===== src/rtl/branch_predict_unit.sv =====
// ---------------------------------------------------------------------------
// branch_predict_unit
//   Gshare direction predictor plus direct-mapped BTB for the IF stage.
//   IF predictions are carried through IF/ID and ID/EX shadow registers so the
//   EX stage can train the tables with the index and prediction that were used
//   at fetch time.
//
// Ports
//   clk, rst                 clock, synchronous active-high reset
//   IF_pc                    fetch PC
//   stall                    load-use stall (holds IF/ID, bubbles ID/EX)
//   IF_flush, ID_flush       clear IF/ID resp. ID/EX shadow
//   EX_op, EX_pc             opcode and PC of the instruction in EX
//   EX_target                resolved taken target
//   EX_actual_taken          resolved branch direction
//   IF_gbc_predict_taken     PHT counter MSB at the IF index
//   IF_btb_b_hit/_j_hit      BTB hit on a branch / JAL entry
//   IF_btb_target            BTB target, 0 on miss
//   EX_gbc_predict_taken,
//   EX_btb_b_hit/_j_hit      IF predictions carried to EX
//   branch_cnt               trained B-type count (wraps)
//   mispredict_cnt           B-type mispredict count (wraps)
// ---------------------------------------------------------------------------
module branch_predict_unit #(
    parameter int unsigned PHT_IDX_BITS = 6,
    parameter int unsigned GHR_BITS     = 6,
    parameter int unsigned BTB_IDX_BITS = 4
) (
    input  logic        clk,
    input  logic        rst,
    input  logic [31:0] IF_pc,
    input  logic        stall,
    input  logic        IF_flush,
    input  logic        ID_flush,
    input  logic [6:0]  EX_op,
    input  logic [31:0] EX_pc,
    input  logic [31:0] EX_target,
    input  logic        EX_actual_taken,
    output logic        IF_gbc_predict_taken,
    output logic        IF_btb_b_hit,
    output logic        IF_btb_j_hit,
    output logic [31:0] IF_btb_target,
    output logic        EX_gbc_predict_taken,
    output logic        EX_btb_b_hit,
    output logic        EX_btb_j_hit,
    output logic [31:0] branch_cnt,
    output logic [31:0] mispredict_cnt
);

    localparam int unsigned PHT_N = 1 << PHT_IDX_BITS;
    localparam int unsigned BTB_N = 1 << BTB_IDX_BITS;
    localparam int unsigned TAG_W = 32 - BTB_IDX_BITS - 2;

    localparam logic [6:0] OP_B_TYPE = 7'b1100011;
    localparam logic [6:0] OP_JAL    = 7'b1101111;

    typedef enum logic {
        BTB_BRANCH = 1'b0,
        BTB_JUMP   = 1'b1
    } btb_kind_e;

    typedef struct packed {
        logic                    taken;
        logic                    b_hit;
        logic                    j_hit;
        logic [PHT_IDX_BITS-1:0] pidx;
    } shadow_t;

    // Table storage
    logic [1:0]           pht_q       [PHT_N];
    logic [GHR_BITS-1:0]  ghr_q, ghr_d;
    logic                 btb_valid_q [BTB_N];
    logic [TAG_W-1:0]     btb_tag_q   [BTB_N];
    btb_kind_e            btb_kind_q  [BTB_N];
    logic [31:0]          btb_tgt_q   [BTB_N];

    shadow_t              ifid_q, ifid_d;
    shadow_t              idex_q, idex_d;
    logic [31:0]          bcnt_q, bcnt_d;
    logic [31:0]          mcnt_q, mcnt_d;

    // IF lookup
    logic [PHT_IDX_BITS-1:0] ghr_ext;
    logic [PHT_IDX_BITS-1:0] if_pidx;
    logic [BTB_IDX_BITS-1:0] if_bidx;
    logic [TAG_W-1:0]        if_tag;
    logic                    if_hit;

    // EX training
    logic [BTB_IDX_BITS-1:0] ex_bidx;
    logic [TAG_W-1:0]        ex_tag;
    logic                    ex_is_b;
    logic                    ex_is_jal;
    logic [1:0]              pht_cur;
    logic [1:0]              pht_nxt;
    logic                    btb_wr_en;
    btb_kind_e               btb_wr_kind;

    // Byte-offset PC bits never participate in indexing or tagging.
    logic unused_pc_lsbs;
    assign unused_pc_lsbs = ^{IF_pc[1:0], EX_pc[1:0]};

    always_comb begin
        ghr_ext                  = '0;
        ghr_ext[GHR_BITS-1:0]    = ghr_q;
        if_pidx                  = IF_pc[PHT_IDX_BITS+1:2] ^ ghr_ext;
        if_bidx                  = IF_pc[BTB_IDX_BITS+1:2];
        if_tag                   = IF_pc[31:BTB_IDX_BITS+2];
        if_hit                   = btb_valid_q[if_bidx] && (btb_tag_q[if_bidx] == if_tag);

        IF_gbc_predict_taken     = pht_q[if_pidx][1];
        IF_btb_b_hit             = if_hit && (btb_kind_q[if_bidx] == BTB_BRANCH);
        IF_btb_j_hit             = if_hit && (btb_kind_q[if_bidx] == BTB_JUMP);
        IF_btb_target            = if_hit ? btb_tgt_q[if_bidx] : '0;
    end

    // Shadow pipe: flush beats stall on IF/ID; stall turns ID/EX into a bubble.
    always_comb begin
        if (IF_flush) begin
            ifid_d = '0;
        end else if (stall) begin
            ifid_d = ifid_q;
        end else begin
            ifid_d.taken = IF_gbc_predict_taken;
            ifid_d.b_hit = IF_btb_b_hit;
            ifid_d.j_hit = IF_btb_j_hit;
            ifid_d.pidx  = if_pidx;
        end

        if (ID_flush || stall) begin
            idex_d = '0;
        end else begin
            idex_d = ifid_q;
        end
    end

    // Training uses the index carried from fetch, not one recomputed from EX_pc.
    always_comb begin
        ex_bidx   = EX_pc[BTB_IDX_BITS+1:2];
        ex_tag    = EX_pc[31:BTB_IDX_BITS+2];
        ex_is_b   = (EX_op == OP_B_TYPE);
        ex_is_jal = (EX_op == OP_JAL);

        pht_cur = pht_q[idex_q.pidx];
        pht_nxt = pht_cur;
        if (EX_actual_taken) begin
            if (pht_cur != 2'b11) pht_nxt = pht_cur + 2'b01;
        end else begin
            if (pht_cur != 2'b00) pht_nxt = pht_cur - 2'b01;
        end

        ghr_d  = ghr_q;
        bcnt_d = bcnt_q;
        mcnt_d = mcnt_q;
        if (ex_is_b) begin
            ghr_d    = ghr_q << 1;
            ghr_d[0] = EX_actual_taken;
            bcnt_d   = bcnt_q + 32'd1;
            // A branch only counts as predicted taken if the BTB also supplied a target.
            if ((idex_q.taken & idex_q.b_hit) != EX_actual_taken) begin
                mcnt_d = mcnt_q + 32'd1;
            end
        end

        btb_wr_en   = ex_is_jal || (ex_is_b && EX_actual_taken);
        btb_wr_kind = ex_is_jal ? BTB_JUMP : BTB_BRANCH;
    end

    always_ff @(posedge clk) begin
        if (rst) begin
            for (int unsigned i = 0; i < PHT_N; i++) begin
                pht_q[PHT_IDX_BITS'(i)] <= 2'b01;
            end
            for (int unsigned j = 0; j < BTB_N; j++) begin
                btb_valid_q[BTB_IDX_BITS'(j)] <= 1'b0;
                btb_tag_q[BTB_IDX_BITS'(j)]   <= '0;
                btb_kind_q[BTB_IDX_BITS'(j)]  <= BTB_BRANCH;
                btb_tgt_q[BTB_IDX_BITS'(j)]   <= '0;
            end
            ghr_q  <= '0;
            ifid_q <= '0;
            idex_q <= '0;
            bcnt_q <= '0;
            mcnt_q <= '0;
        end else begin
            if (ex_is_b) begin
                pht_q[idex_q.pidx] <= pht_nxt;
            end
            // Direct-mapped: a write simply replaces whatever tag lived there.
            if (btb_wr_en) begin
                btb_valid_q[ex_bidx] <= 1'b1;
                btb_tag_q[ex_bidx]   <= ex_tag;
                btb_kind_q[ex_bidx]  <= btb_wr_kind;
                btb_tgt_q[ex_bidx]   <= EX_target;
            end
            ghr_q  <= ghr_d;
            ifid_q <= ifid_d;
            idex_q <= idex_d;
            bcnt_q <= bcnt_d;
            mcnt_q <= mcnt_d;
        end
    end

    assign EX_gbc_predict_taken = idex_q.taken;
    assign EX_btb_b_hit         = idex_q.b_hit;
    assign EX_btb_j_hit         = idex_q.j_hit;
    assign branch_cnt           = bcnt_q;
    assign mispredict_cnt       = mcnt_q;

endmodule

===== config.mk =====
export PLATFORM = sky130hd
export DESIGN_NAME = branch_predict_unit
export DESIGN_NICKNAME = d
export VERILOG_FILES = /design/src/rtl/branch_predict_unit.sv
export SDC_FILE = /design/constraint.sdc
export NUM_CORES = 2
export LEC_CHECK = 0
export CAP_MARGIN = 20
export CORE_UTILIZATION = 60
export DETAILED_ROUTE_END_ITERATION = 6
export PLACE_DENSITY = 0.79
export SETUP_SLACK_MARGIN = 0.1
export SYNTH_ARGS = -nofsm -noshare
export SYNTH_HDL_FRONTEND = slang
export SYNTH_SLANG_ARGS = --single-unit

===== constraint.sdc =====
create_clock -name clk -period 17.7 [get_ports clk]
set_clock_uncertainty 0.1 [all_clocks]
set_input_delay 2.655 -clock clk [delete_from_list [all_inputs] [get_ports clk]]
set_output_delay 2.655 -clock clk [all_outputs]
set_load 0.02 [all_outputs]

# Word-level counts from Yosys, hierarchy flattened
# Memory sizes are Yosys's and may differ from the RTL's. A register that Yosys moved wholly into a read port is not among the register bits.
# Index checks and enable logic that the tools add are counted.
dict set report op_classes {
  n_addsub 4
  n_eq_ne 5
  mux 29
  bitwise_logic 3
  n_reduce_logical 15
}
# op n
set op_table {}
lappend op_table {{$add 32x1->32 const B} 2}
lappend op_table {{$mux 32} 2}
lappend op_table {{$reduce_or 32->1} 1}
lappend op_table {{$eq 26x26->1} 1}
lappend op_table {{$mux 26} 1}
lappend op_table {{$reduce_or 26->1} 1}
lappend op_table {{$mux 1} 16}
lappend op_table {{$mux 4} 4}
lappend op_table {{$eq 7x7->1 const B} 2}
lappend op_table {{$mux 6} 2}
lappend op_table {{$mux 2} 4}
lappend op_table {{$reduce_or 2->1} 3}
lappend op_table {{$xor 6x6->6} 1}
lappend op_table {{$logic_and 1x1->1} 4}
lappend op_table {{$add 2x1->2 const B} 1}
lappend op_table {{$logic_or 1x1->1} 2}
lappend op_table {{$ne 2x2->1 const B} 1}
lappend op_table {{$reduce_and 2->1} 1}
lappend op_table {{$reduce_bool 2->1} 1}
lappend op_table {{$reduce_or 1->1} 2}
lappend op_table {{$sub 2x1->2 const B} 1}
lappend op_table {{$and 1x1->1} 1}
lappend op_table {{$ne 1x1->1} 1}
lappend op_table {{$not 1->1} 1}
dict set report totals {
  reg_bits 88
  mem_bits_rw 1088
  inputBits 109
  output_inout_bits 102
  word_cells 72
  n_memories 5
}
# name depth word_bits read_ports rd_clocked_by_memory_dff wr line_no
set memory_table {}
lappend memory_table {btb_tgt_q 16 32 1 0 16 75} ;# logic [31:0] btb_tgt_q [BTB_N];
lappend memory_table {btb_tag_q 16 26 1 0 16 73} ;# logic [TAG_W-1:0] btb_tag_q [BTB_N];
lappend memory_table {pht_q 64 2 2 1 64 70} ;# logic [1:0] pht_q [PHT_N];
lappend memory_table {btb_kind_q 16 1 1 0 16 74} ;# btb_kind_e btb_kind_q [BTB_N];
lappend memory_table {btb_valid_q 16 1 1 0 16 72} ;# logic btb_valid_q [BTB_N];

# Logic depth before layout (Yosys ltp)
dict set report logic_depth {
  depth_word 8
  depth_mapped 14
  mapped_depth_nobuf 8
}

# Least setup slack after synthesis
# Ideal clock, no wire load.
dict set report synth_path {
  kind {in2reg}
  startpoint {in EX_op[2]}
  endpoint {mem btb_kind_q[15] in the netlist's numbering (enable)}
  setup_time_ns 0.558
  t_arrival_ns 8.122
  required_ns 17.042
  setup_slack_ns 8.920
  stages 7
  n_path_buf 1
  path_cell_list {or2_2 nor3_1 nand2_1 a21oi_1 nand3_1 clkbuf_1 o21ai_0}
}
# item line_no
set synth_rtl {}
lappend synth_rtl {{start: declaration} 35} ;# input logic [6:0] EX_op,
lappend synth_rtl {{end: declaration} 74}

# Worst setup path in the final report
dict set report layout_path {
  startpoint {in IF_pc[2]}
  endpoint {out IF_btb_target[18]}
}
dict set report layout_between {
  elab_chain_cells 4
  elab_cells_between_ends 6
  cone_classes {eq/ne (1); mux (1); reduce/logical (1); memory (3)}
}
# item line_no
set layout_lines {}
lappend layout_lines {{start: declaration} 31} ;# input logic [31:0] IF_pc,
lappend layout_lines {{$mem_v2 16x26} --}
lappend layout_lines {{$eq 26x26->1} 109} ;# if_hit = btb_valid_q[if_bidx] && (btb_tag_q[if_bidx] == if_tag);
lappend layout_lines {{$logic_and 1x1->1} 109}
lappend layout_lines {{$mux 32 (*)} 114} ;# IF_btb_target = if_hit ? btb_tgt_q[if_bidx] : '0;
lappend layout_lines {{end: declaration} 42} ;# output logic [31:0] IF_btb_target,
# Every way passes the cells marked *; elsewhere a longest branch is shown, timed or not.

==> results.txt <==
- Ys flop type: sky130_fd_sc_hd__edfxtp_1
* Class of the tightest hold or removal check: flip-flop to flip-flop
- Unrepaired setup endpoints after global routing: no
* Post-layout nets: roughly 3900
* Hold path startpoint: btb_valid_q[11]
- The clock passes through at most 3 buffers.
- Final setup TNS: 0 ns
- Synthesis instantiated between 70 and 80 different standard cells from the library.
- In the routed design, unresolved DRC markers number 0.
* Psw: 1.36 mW
- Number of DRC violations after detailed-routing iteration 0: about 5000
* Number of standard-cell rows in the floorplan: 109
* DIE HEIGHT: just over 300 um
- Pin count of the biggest net entering global routing: between 100 and 150
* Detailed Route WL: between 100000 and 150000 um
* Maximum net fanout on the critical path: 51
* Worst slew slack as a fraction of its limit: 0.204
- In this run the clock root is driven by a sky130_fd_sc_hd__clkbuf_16.
* Count of antenna-violating nets left after detailed routing: 0
- Power per Cell Area: roughly 100 mW/mm^2
- The number of global-route vias before repair came to around 33000.
- The critical path is of the primary input to output pin type.
- The internal portion of the total power is about 4.7 mW.
- The worst register-to-register path begins at idex_q[1].
* Most repeated library cell on the critical path: sky130_fd_sc_hd__buf_4
- From left edge to right edge, the die measures 303 um.
* HPWL after detailed placement: 75900 um
- Worst reg2reg path endpoint: pht_q[42][0]
- Largest vdd supply drop: around 0.09 mV
- Ratio of cells with drive above 1 in the final layout: 0.152
- Summing all multi-input logic gate instances after layout gives between 0.015 and 0.02 sq mm.
* TritonRoute pass-1 iters: 6
- The share of total power dissipated in combinational logic is 0.069.
- Endpoint of the worst hold-timing path: btb_valid_q[11]
* Number of cells upsized or downsized after cts: 0
- Post-route insts no fill: about 5000
- After clock tree synthesis, the setup repair step added 0 buffers.
* Cell count of the worst reg-to-reg path: 10
- The share of total power dissipated in the clock network is 0.406.
- Number of cells on the worst hold path: 1
- Netlist area before placement: roughly 0.054 sq mm
- CTS saw between 1000 and 1500 sinks.
- Syn avg cell area: between 10 and 15 sq um
* Clock period minus final worst setup slack: around 11 ns
* Residual overflow from global routing: 0
- In the global route stage, overall resource usage came out at 0.320.
- Number of vias per cell: 6.58
- Dividing the detail-routed wire length by the instance count gives between 20 and 30 um.
* Sort of element at the end of the critical path: output pin
- Register share of total power: 0.525
* Level count of the clock H-tree: 3
- Of the synthesized area, sequential elements account for 0.632.
- The flow ran to the end, and the final reports show no timing, DRC or antenna violations.
- CP Buf/Inv Count: 4
- The floorplan step defined a die boundary enclosing approximately 0.092 sq mm.
* # hold bufs at CTS: 0
- Of the total power, the share spent switching nets is 0.225.
- In this run the register-to-register setup slack is approximately 13 ns.
- After filler insertion, the fill cell instance count of the layout stands at approximately 5900.
- The first global-routing pass estimated between 200000 and 250000 um of wire.
- Critical path data required time: 14.95 ns
* Layout area overhead: 12.3%
* Ports: between 200 and 250
- The most critical setup path has its startpoint at IF_pc[2].
- Number of antenna violations at the first check in global routing: 11
- TritonCTS built the clock tree.
- Data on the critical path arrives at its endpoint at 8.70 ns.
- Number of slew-limit violations in the final report: 0
* Critical-path cell list: buf_8, buf_4, buf_4, mux4_2, mux2_2, o32ai_1, a2111oi_0, nor2_1, a2bb2oi_1, or3_2, nor2b_1, clkdlybuf4s50_1
- In this run, synthesis produced a sequential element count of approximately 1200.
- On the worst path, the slowest cell contributes a delay of approximately 0.95 ns.
- Initial core utilization: 0.610
- Of all flip-flops after synthesis, the portion carrying an async set or reset was 0.
* Total of endpoints with negative setup slack in the final report: 0
- Synthesis produced 3729 cells.
* Share of the clock period used by the worst path: 0.647
- Register cell area after layout: between 0.03 and 0.04 sq mm
- After clock tree synthesis, the clock-pin slew on the worst setup and hold paths is 0.06 ns.
- Leakage power of the design: roughly 21 nW
* Max-capacitance violation count: 0
- Critical-path cell with the highest stage delay: sky130_fd_sc_hd__a2111oi_0
* Number of flops mapped to enable cells by yosys: 1072
- Routability Congestion: between 0.9 and 1
- Synth Warn #: 0
* Worst-skew pair later-pin latency: roughly 0.74 ns
* Count of endpoints failing hold in the final timing report: 0
- Worst Max-Slew Pin Slew: around 1.2 ns
* IO Port Bufs: between 200 and 250
- Core footprint: approximately 0.089 sq mm
- In this run, placement finished with an instance count of a little under 5000.
- Largest delay contributor family on the critical path: buffers and inverters
* Startpoint types: primary input
- Number of CTS-inserted buffers: 118
- Summing over every cut layer, the via total after detailed routing is around 33000.
- Based on the critical path, the design can be clocked at up to approximately 87 MHz.
- Net count after synthesis: 3840
[cells in the final DEF, fill, tap and decap left out, types with 6 or more instances in the layout]
cell type,synthesis,routed
sky130_fd_sc_hd__clkdlybuf4s50_1,0,201
sky130_fd_sc_hd__a22o_1,7,7
sky130_fd_sc_hd__o21ai_0,62,53
sky130_fd_sc_hd__mux2_2,19,19
sky130_fd_sc_hd__edfxtp_1,1072,1072
sky130_fd_sc_hd__nand3_1,92,92
sky130_fd_sc_hd__mux4_2,275,275
sky130_fd_sc_hd__clkbuf_16,0,118
sky130_fd_sc_hd__o21ai_4,0,9
sky130_fd_sc_hd__nand4_1,17,17
sky130_fd_sc_hd__a21oi_1,33,33
sky130_fd_sc_hd__a22oi_1,8,8
sky130_fd_sc_hd__xnor2_1,32,32
sky130_fd_sc_hd__clkbuf_1,261,23
sky130_fd_sc_hd__nor2_1,149,138
sky130_fd_sc_hd__o22ai_1,6,6
sky130_fd_sc_hd__clkinv_1,0,20
sky130_fd_sc_hd__a221oi_1,11,11
sky130_fd_sc_hd__dfxtp_1,104,103
sky130_fd_sc_hd__nor2b_1,43,40
sky130_fd_sc_hd__mux2i_1,64,64
sky130_fd_sc_hd__xor2_1,67,67
sky130_fd_sc_hd__a21o_1,14,14
sky130_fd_sc_hd__and2_1,774,774
sky130_fd_sc_hd__inv_1,18,17
sky130_fd_sc_hd__nor3_1,60,55
sky130_fd_sc_hd__mux4_1,21,21
sky130_fd_sc_hd__nand2_1,151,146
sky130_fd_sc_hd__bufinv_16,0,8
sky130_fd_sc_hd__and4_1,11,11
sky130_fd_sc_hd__clkinv_2,0,23
sky130_fd_sc_hd__or3_1,12,11
sky130_fd_sc_hd__buf_4,9,63
sky130_fd_sc_hd__nand2b_1,7,7
sky130_fd_sc_hd__and3_1,190,190
sky130_fd_sc_hd__nor2_4,0,10
[cells in the mapped netlist, types with 3 or more instances]
cell type / n / area (sq um)
sky130_fd_sc_hd__edfxtp_1: 1072 / 32200
sky130_fd_sc_hd__nand3_1: 92 / 460
sky130_fd_sc_hd__inv_1: 18 / 67.6
sky130_fd_sc_hd__nand2b_1: 7 / 43.8
sky130_fd_sc_hd__and4_1: 11 / 96.3
sky130_fd_sc_hd__a22oi_1: 8 / 60.1
sky130_fd_sc_hd__a211oi_1: 3 / 22.5
sky130_fd_sc_hd__nor3b_1: 3 / 22.5
sky130_fd_sc_hd__dfxtp_1: 104 / 2080
sky130_fd_sc_hd__xor2_1: 67 / 587
sky130_fd_sc_hd__mux4_1: 21 / 552
sky130_fd_sc_hd__buf_2: 21 / 105
sky130_fd_sc_hd__nand4_1: 17 / 106
sky130_fd_sc_hd__mux2_2: 19 / 214
sky130_fd_sc_hd__nor4_1: 4 / 25.0
sky130_fd_sc_hd__o211ai_1: 3 / 22.5
sky130_fd_sc_hd__and2_1: 774 / 4840
sky130_fd_sc_hd__xnor2_1: 32 / 280
sky130_fd_sc_hd__a221oi_1: 11 / 96.3
sky130_fd_sc_hd__a21o_1: 14 / 105
sky130_fd_sc_hd__nor2b_1: 43 / 269
sky130_fd_sc_hd__nor3_1: 60 / 300
sky130_fd_sc_hd__o21ai_0: 62 / 310
sky130_fd_sc_hd__and3_1: 190 / 1190
sky130_fd_sc_hd__mux2i_1: 64 / 641
sky130_fd_sc_hd__or3_1: 12 / 75.1
sky130_fd_sc_hd__mux4_2: 275 / 6190
sky130_fd_sc_hd__buf_6: 8 / 90.1
sky130_fd_sc_hd__nand3b_1: 3 / 22.5
sky130_fd_sc_hd__nand2_1: 151 / 567
sky130_fd_sc_hd__a21oi_1: 33 / 165
sky130_fd_sc_hd__buf_12: 3 / 60.1
sky130_fd_sc_hd__a22o_1: 7 / 61.3
sky130_fd_sc_hd__buf_4: 9 / 67.6
sky130_fd_sc_hd__o22ai_1: 6 / 37.5
sky130_fd_sc_hd__nor2_1: 149 / 559
sky130_fd_sc_hd__or2_2: 7 / 43.8
sky130_fd_sc_hd__buf_1: 31 / 116
sky130_fd_sc_hd__clkbuf_1: 261 / 980
sky130_fd_sc_hd__o2bb2ai_1: 3 / 26.3
sky130_fd_sc_hd__o2111ai_1: 3 / 26.3
[power by group through the flow]
stage	Sequential, mW	Combinational, mW	Clock, mW
detailed placement	3.23	0.412	0
global placement	3.22	0.408	0
CTS	3.17	0.415	2.46
global route	3.18	0.435	2.56
floorplan	3.22	0.263	0
finish	3.17	0.419	2.46
[cells by family after synthesis]
logic type,Yosys count,share of synthesized area
XOR/XNOR,101,0.0168
flip-flops,1176,0.632
adder cells (fa/ha/maj),4,0.000830
multiplexers,381,0.141
buffers and inverters,354,0.0278
AO/OA/AOI/OAI,181,0.0218
AND/OR/NAND/NOR,1532,0.160
[worst max path at each step]
stage / to / slack (ns) / cells past startpoint
4_1_cts: IF_btb_target[18] / 6.16 / 12
6_report: IF_btb_target[18] / 6.25 / 12
3_5_place_dp: IF_btb_target[18] / 6.17 / 12
5_1_grt: IF_btb_target[18] / 5.90 / 12
2_1_floorplan: btb_kind_q[15] / 8.92 / 7
3_3_place_gp: IF_btb_target[11] / 6.32 / 12
[metal layers]
| layer | GRT usage | wire length (um) | vias up |
|---|---|---|---|
| met1 | 0.442 | 52200 | 16500 |
| met3 | 0.0628 | 18100 | 368 |
| met5 | 0 | 109 | - |
| met2 | 0.511 | 69500 | 2385 |
| li1 | - | - | 14000 |
| met4 | 0.113 | 4820 | 16 |
[per-stage QoR]
step	util	power (mW)	setup WS, ns	cell area, sq um	hold slack, ns
after CTS	0.685	6.05	6.16	60900	0.346
final	0.685	6.05	6.25	60900	0.347
after global routing	0.685	6.18	5.90	60900	0.371
after detailed placement	0.642	3.64	6.17	57100	0.333
after floorplan	-	3.49	8.92	54300	0.318
after global placement	0.642	3.63	6.32	57100	0.326
[state kept, by name, summed over array words and instances, names as in the netlist]
register,count
ifid_q,9
branch_cnt,32
EX_btb_b_hit,1
ghr_ext,6
EX_btb_j_hit,1
btb_kind_q,16
pht_q,128
EX_gbc_predict_taken,1
idex_q,6
btb_tag_q,416
btb_valid_q,16
btb_tgt_q,512
mispredict_cnt,32
[final cells by class]
class	count	area share
Multi-Input combinational cell	2199	0.308
Antenna cell	1	0.0000411
Timing Repair Buffer	271	0.0423
Tap cell	1165	0.0239
Clock inverter	61	0.0104
Clock buffer	152	0.0515
Inverter	19	0.00121
Sequential cell	1176	0.563
[worst reg2reg max path, stage by stage, from the launching register on]
cell,delay (ns)
sky130_fd_sc_hd__dfxtp_1,0.31
sky130_fd_sc_hd__buf_4,0.48
sky130_fd_sc_hd__nor2_1,0.34
sky130_fd_sc_hd__and2_1,0.47
sky130_fd_sc_hd__a221oi_1,0.40
sky130_fd_sc_hd__o211ai_1,0.20
sky130_fd_sc_hd__a32oi_1,0.21
sky130_fd_sc_hd__o2111a_1,0.25
sky130_fd_sc_hd__maj3_2,0.50
sky130_fd_sc_hd__buf_4,0.55
sky130_fd_sc_hd__nand3_1,0.17
(Power assumes the default switching activity.)
